## config.mk

```make
export PLATFORM = sky130hd
export DESIGN_NAME = bus_demux_n
export DESIGN_NICKNAME = d
export VERILOG_FILES = /design/src/rtl/bus_demux_n.sv
export SDC_FILE = /design/constraint.sdc
export NUM_CORES = 1
export LEC_CHECK = 0
export CORE_ASPECT_RATIO = 0.75
export CORE_MARGIN = 3
export CORE_UTILIZATION = 40
export CTS_CLUSTER_DIAMETER = 30
export DETAILED_ROUTE_END_ITERATION = 8
export DONT_BUFFER_PORTS = 1
export GPL_ROUTABILITY_DRIVEN = 0
export GPL_TIMING_DRIVEN = 0
export MAX_ROUTING_LAYER = met4
export PLACE_DENSITY = 0.57
export RECOVER_POWER = 100
export SYNTH_ARGS = -nofsm -noshare
export SYNTH_HDL_FRONTEND = slang
export SYNTH_SLANG_ARGS = --single-unit
```

## constraint.sdc

```tcl
create_clock -name clk_i -period 1.8 [get_ports clk_i]
set_input_delay 0.18 -clock clk_i [delete_from_list [all_inputs] [get_ports clk_i]]
set_output_delay 0.18 -clock clk_i [all_outputs]
set_load 0.01 [all_outputs]
```

## src/rtl/bus_demux_n.sv

```systemverilog
// ---------------------------------------------------------------------------
// bus_demux_n
//
// Splits the core's valid/ready memory interface across NUM_SLV slave ports
// using a table-driven address map (base/mask per window). Slave requests are
// registered, each access is guarded by a wait-cycle watchdog, and unmapped or
// timed-out accesses are completed with an error response, an interrupt pulse,
// a latched error address and a saturating error counter.
//
// Ports
//   clk_i, rst_n_i            clock, asynchronous active-low reset
//   core_valid_i/addr/wdata/wstrb   core request (wstrb == 0 means read)
//   core_rdata_o, core_ready_o      core response (ready is a 1-cycle pulse)
//   slv_valid_o                     one-hot request valid, one bit per slave
//   slv_addr_o/wdata_o/wstrb_o      registered request fields, shared
//   slv_rdata_i, slv_ready_i        per-slave response, slave k at [32k+:32]
//   err_irq_o                       1-cycle pulse with every error completion
//   err_addr_o                      address of the most recent errored access
//   err_cnt_o                       saturating error count
// ---------------------------------------------------------------------------
module bus_demux_n #(
    parameter int                    NUM_SLV   = 4,
    parameter logic [NUM_SLV*32-1:0] SLV_BASE  = {NUM_SLV{32'h0}},
    parameter logic [NUM_SLV*32-1:0] SLV_MASK  = {NUM_SLV{32'hFFFF_0000}},
    parameter int                    TIMEOUT   = 255,
    parameter logic [31:0]           ERR_RDATA = 32'hDEAD_BEEF
) (
    input  logic                  clk_i,
    input  logic                  rst_n_i,
    input  logic                  core_valid_i,
    input  logic [31:0]           core_addr_i,
    input  logic [31:0]           core_wdata_i,
    input  logic [3:0]            core_wstrb_i,
    output logic [31:0]           core_rdata_o,
    output logic                  core_ready_o,
    output logic [NUM_SLV-1:0]    slv_valid_o,
    output logic [31:0]           slv_addr_o,
    output logic [31:0]           slv_wdata_o,
    output logic [3:0]            slv_wstrb_o,
    input  logic [NUM_SLV*32-1:0] slv_rdata_i,
    input  logic [NUM_SLV-1:0]    slv_ready_i,
    output logic                  err_irq_o,
    output logic [31:0]           err_addr_o,
    output logic [7:0]            err_cnt_o
);

    // Watchdog only ever counts 0..TIMEOUT while enabled.
    localparam int WD_W = (TIMEOUT > 0) ? $clog2(TIMEOUT + 1) : 1;

    typedef enum logic [1:0] {
        ST_IDLE,
        ST_ACCESS,
        ST_ERR,
        ST_RESP
    } state_t;

    state_t              state_q, state_d;
    logic [NUM_SLV-1:0]  slv_valid_q, slv_valid_d;
    logic [31:0]         addr_q, addr_d;
    logic [31:0]         wdata_q, wdata_d;
    logic [3:0]          wstrb_q, wstrb_d;
    logic [31:0]         rdata_q, rdata_d;
    logic                core_ready_q, core_ready_d;
    logic                err_irq_q, err_irq_d;
    logic [31:0]         err_addr_q, err_addr_d;
    logic [7:0]          err_cnt_q, err_cnt_d;
    logic [WD_W-1:0]     wd_q, wd_d;

    // ---------------------------------------------------------------------
    // Address decode. prior[k] says a lower-indexed window already matched,
    // so grant is the one-hot of the lowest matching window.
    // ---------------------------------------------------------------------
    logic [NUM_SLV-1:0] hit;
    logic [NUM_SLV-1:0] grant;
    logic [NUM_SLV:0]   prior;
    logic [31:0]        lane [NUM_SLV];

    assign prior[0] = 1'b0;

    generate
        for (genvar gi = 0; gi < NUM_SLV; gi++) begin : g_slv
            assign hit[gi]       = ((core_addr_i & SLV_MASK[gi*32 +: 32]) == SLV_BASE[gi*32 +: 32]);
            assign prior[gi + 1] = prior[gi] | hit[gi];
            assign grant[gi]     = hit[gi] & ~prior[gi];
            // Only the slave currently being accessed contributes read data.
            assign lane[gi]      = slv_rdata_i[gi*32 +: 32] & {32{slv_valid_q[gi]}};
        end
    endgenerate

    logic        mapped;
    logic        sel_ready;
    logic [31:0] sel_rdata;

    assign mapped    = prior[NUM_SLV];
    // Ready from any slave other than the selected one is masked off here.
    assign sel_ready = |(slv_ready_i & slv_valid_q);

    always_comb begin
        sel_rdata = '0;
        for (int k = 0; k < NUM_SLV; k++) begin
            sel_rdata = sel_rdata | lane[k];
        end
    end

    // ---------------------------------------------------------------------
    // Next-state logic
    // ---------------------------------------------------------------------
    always_comb begin
        state_d      = state_q;
        slv_valid_d  = slv_valid_q;
        addr_d       = addr_q;
        wdata_d      = wdata_q;
        wstrb_d      = wstrb_q;
        rdata_d      = rdata_q;
        core_ready_d = 1'b0;
        err_irq_d    = 1'b0;
        err_addr_d   = err_addr_q;
        err_cnt_d    = err_cnt_q;
        wd_d         = wd_q;

        case (state_q)
            ST_IDLE: begin
                if (core_valid_i) begin
                    addr_d  = core_addr_i;
                    wdata_d = core_wdata_i;
                    wstrb_d = core_wstrb_i;
                    if (mapped) begin
                        slv_valid_d = grant;
                        wd_d        = '0;
                        state_d     = ST_ACCESS;
                    end else begin
                        state_d     = ST_ERR;
                    end
                end
            end

            ST_ACCESS: begin
                // A ready arriving on the timeout cycle still wins.
                if (sel_ready) begin
                    rdata_d      = sel_rdata;
                    slv_valid_d  = '0;
                    core_ready_d = 1'b1;
                    state_d      = ST_RESP;
                end else if ((TIMEOUT != 0) && (wd_q == WD_W'(TIMEOUT))) begin
                    slv_valid_d  = '0;
                    state_d      = ST_ERR;
                end else begin
                    wd_d         = wd_q + 1'b1;
                end
            end

            // Prepares the error response; it becomes visible in ST_RESP.
            ST_ERR: begin
                rdata_d      = ERR_RDATA;
                core_ready_d = 1'b1;
                err_irq_d    = 1'b1;
                err_addr_d   = addr_q;
                if (err_cnt_q != 8'hFF) begin
                    err_cnt_d = err_cnt_q + 8'd1;
                end
                state_d      = ST_RESP;
            end

            // Response cycle: core_ready_o is high here. The core still holds
            // its request this cycle, so the request is not re-sampled.
            ST_RESP: begin
                state_d = ST_IDLE;
            end

            default: begin
                state_d = ST_IDLE;
            end
        endcase
    end

    always_ff @(posedge clk_i or negedge rst_n_i) begin
        if (!rst_n_i) begin
            state_q      <= ST_IDLE;
            slv_valid_q  <= '0;
            addr_q       <= '0;
            wdata_q      <= '0;
            wstrb_q      <= '0;
            rdata_q      <= '0;
            core_ready_q <= 1'b0;
            err_irq_q    <= 1'b0;
            err_addr_q   <= '0;
            err_cnt_q    <= '0;
            wd_q         <= '0;
        end else begin
            state_q      <= state_d;
            slv_valid_q  <= slv_valid_d;
            addr_q       <= addr_d;
            wdata_q      <= wdata_d;
            wstrb_q      <= wstrb_d;
            rdata_q      <= rdata_d;
            core_ready_q <= core_ready_d;
            err_irq_q    <= err_irq_d;
            err_addr_q   <= err_addr_d;
            err_cnt_q    <= err_cnt_d;
            wd_q         <= wd_d;
        end
    end

    assign core_rdata_o = rdata_q;
    assign core_ready_o = core_ready_q;
    assign slv_valid_o  = slv_valid_q;
    assign slv_addr_o   = addr_q;
    assign slv_wdata_o  = wdata_q;
    assign slv_wstrb_o  = wstrb_q;
    assign err_irq_o    = err_irq_q;
    assign err_addr_o   = err_addr_q;
    assign err_cnt_o    = err_cnt_q;

endmodule
```

==> results.sh <==
export IMPL_outcome="complete, but fails checks"
export IMPL_violations="hold timing"
export IMPL_fin_crit_sh_pct=95.0
export IMPL_grt_usage_pct=18.8
export IMPL_io_buffers=0
export IMPL_grt_pass1_vias=4431
export IMPL_yosys_register_bits=153
export IMPL_clock_path_buffers=2
export IMPL_ios=349
export IMPL_cellLeakagePower_nw=3.57
export IMPL_cp_arrival_ns=2.01
export IMPL_start_util_pct=41.7
export IMPL_place_hpwl_mm=10.4
export IMPL_htreeDepth=4
export IMPL_design_core_area_um2=14700
export IMPL_wire_per_inst_um=18.8
export IMPL_die_h_um=113
export IMPL_cts_tree="done"
export IMPL_crit_chain="inv_1, ha_1, clkbuf_4, nor2b_1, a31oi_4, a32oi_1, nand2_1"
export IMPL_via_per_inst=5.14
export IMPL_period_minus_slack_ns=1.71
export IMPL_hp_class="in -> async"
export IMPL_rsz0062_at_grt="true"
export IMPL_cts_sinks=153
export IMPL_crit_buf_inv=2
export IMPL_ys_flop_type="dfrtp_1"
export IMPL_drive_gt1_share_pct=23.4
export IMPL_synth_cell_area_um2=6150
export IMPL_power_density_nw_per_um2=1820
export IMPL_cp_end_kind="flop"
export IMPL_skew_ns=0.00779
export IMPL_path_class="reg -> reg"
export IMPL_cp_required_ns=2.10
export IMPL_final_nets=820
export IMPL_die_area_um2=16900
export IMPL_die_w_um=149
export IMPL_overflow=0
export IMPL_critPathLaunchType="flop"
export IMPL_yosysWarnings=0
export IMPL_max_cap_violations=0
export IMPL_wirelength_mm=15.5
export IMPL_crit_path_max_incr_delay_ns=0.38
export IMPL_crit_slowest_cell="dfrtp_1"
export IMPL_grt_max_degree=154
export IMPL_drtIter0Drc=207
export IMPL_synthCells=483
export IMPL_root_buffer="clkbuf_16"
export IMPL_timing_hold_ws_ns=-0.546
export IMPL_avgSynthCellArea_um2=12.7
export IMPL_finalSetupViolations=0
export IMPL_synthArstFlopShare_pct=100
export IMPL_antenna_found_initial=0
export IMPL_maxSlewViolCount=0
export IMPL_crit_family="flip-flops"
export IMPL_firstDrtPassIters=4
export IMPL_synth_seq_area_share_pct=62.2
export IMPL_fmax_mhz=585
export IMPL_drc_errors=0
export IMPL_path_max_fanout=10
export IMPL_clk_latency_ns=0.42
export IMPL_postCtsHoldBufs=101
export IMPL_ant_nets=0
export IMPL_final_core_util_pct=56.3
export IMPL_antenna_cells=0
export IMPL_syn2layout_area_growth_pct=34.9
export IMPL_synth_edff_count=0
export IMPL_synth_cell_types=42
export IMPL_cts_reportedPaths_clkPinSlew_ns=0.06
export IMPL_rows=38
export IMPL_hold_viol=153
export IMPL_final_setup_tns_ns=0
export IMPL_numCtsBuffers=17
export IMPL_vias=4232
export IMPL_grt_pass1_wl_mm=23.9
export IMPL_irDropWorstVdd_v=0.00108
-- layout make-up --
type,instances,area (um^2)
tap,200,250
multi-input combinational,302,2280
buffer,25,175
inverter,5,18.8
sequential,153,3830
timing repair buffer,107,1090
fill,1195,6440
clock buffer,19,453
clock inverter,13,205
-- Yosys cell counts, types with 4 or more instances --
cell type | instances | area (um^2)
nor4_1 | 4 | 25.0
clkbuf_1 | 11 | 41.3
buf_1 | 7 | 26.3
mux2_2 | 69 | 777
o21ai_1 | 6 | 30.0
dfrtp_1 | 153 | 3830
nor2_1 | 31 | 116
a21oi_1 | 29 | 145
mux2_1 | 34 | 383
nand2_1 | 57 | 214
xnor2_1 | 4 | 35.0
inv_1 | 4 | 15.0
buf_2 | 4 | 20.0
nand4_1 | 4 | 25.0
nand3_1 | 22 | 110
ha_1 | 6 | 75.1
-- routing by layer --
metal | track usage [%] | share of wire, % | up-vias
met5 | - | 0 | -
met3 | 8.14 | 9.7 | 26
met1 | 22.2 | 40 | 2081
met4 | 6.77 | 1.8 | 0
li1 | - | - | 1941
met2 | 28.9 | 48 | 184
-- cell families (layout without fill, tap and decap cells) --
group                    Yosys count  after routing  synth area share [%]
AO/OA/AOI/OAI                     48             48                  4.43
XOR/XNOR                           6              6                 0.854
adder cells (fa/ha/maj)            6              6                  1.22
buffers and inverters             30            169                  2.10
flip-flops                       153            153                  62.2
multiplexers                     104            104                  19.0
other                              1              3                0.0610
AND/OR/NAND/NOR                  135            135                  10.1
-- power breakdown --
part | total (mW) | switching [mW] | leakage, nW | internal [mW]
clock network | 3.93 | 1.48 | 0.321 | 2.44
registers | 7.12 | 2.10 | 1.77 | 5.02
logic | 4.09 | 1.81 | 1.48 | 2.28
total | 15.1 | 5.39 | 3.57 | 9.74
-- path summary, 6_finish.rpt --
check	startpoint	end	slack, ns	cells after the start
worst max-delay path	state_q[1]$_DFFE_PN0P_	wd_q[6]$_DFFE_PN0P_	0.09	7
worst min-delay path	rst_n_i	slv_addr_o[11]$_DFFE_PN0P_	-0.55	0
worst max register to register	state_q[1]$_DFFE_PN0P_	wd_q[6]$_DFFE_PN0P_	0.09	7
worst min register to register	core_rdata_o[4]$_DFFE_PN0P_	core_rdata_o[4]$_DFFE_PN0P_	0.54	2
max in group asynchronous	rst_n_i	core_rdata_o[22]$_DFFE_PN0P_	2.17	0
min in group clk_i	slv_ready_i[0]	core_ready_o$_DFF_PN0_	0.01	2
-- timing repair --
item,in CTS,in global routing
buffers inserted,1,4
resized for setup,32,23
cloned,0,1
pin swaps,1,1
endpoints found under the hold margin,255,153
setup endpoints to repair,139,91
-- placed cells by master (no fill, tap or decap), types with 5 or more instances in the layout --
| master | synthesis | layout |
|---|---|---|
| nand2_1 | 57 | 55 |
| a21oi_1 | 29 | 29 |
| dlygate4sd3_1 | 0 | 101 |
| nor2_1 | 31 | 29 |
| mux2_2 | 69 | 69 |
| mux2_1 | 34 | 34 |
| clkbuf_16 | 0 | 18 |
| nand3_1 | 22 | 21 |
| o21ai_1 | 6 | 5 |
| buf_4 | 3 | 10 |
| buf_2 | 4 | 7 |
| dfrtp_1 | 153 | 153 |
-- stage by stage --
step	cell area [um^2]	power [mW]	std cells	worst slack (ns)	hold slack, ns
after floorplan	6160	9.39	485	0.0652	-0.116
after global placement	6410	10.4	685	-0.298	-0.112
after detailed placement	6410	10.5	685	-0.348	-0.113
after CTS	8180	14.9	819	0.0129	-0.572
after global routing	8300	16.1	824	-0.0217	-0.579
final	8300	15.1	824	0.0906	-0.546
-- registers in the layout (all words and copies together), names as in the netlist --
register	flops
slv_wstrb_o	4
slv_valid_o	1
err_addr_o	32
err_cnt_o	8
slv_wdata_o	32
slv_addr_o	32
state_q	2
wd_q	8
core_rdata_o	32
core_ready_o	1
err_irq_o	1
Power figures use the tool's default switching activity.
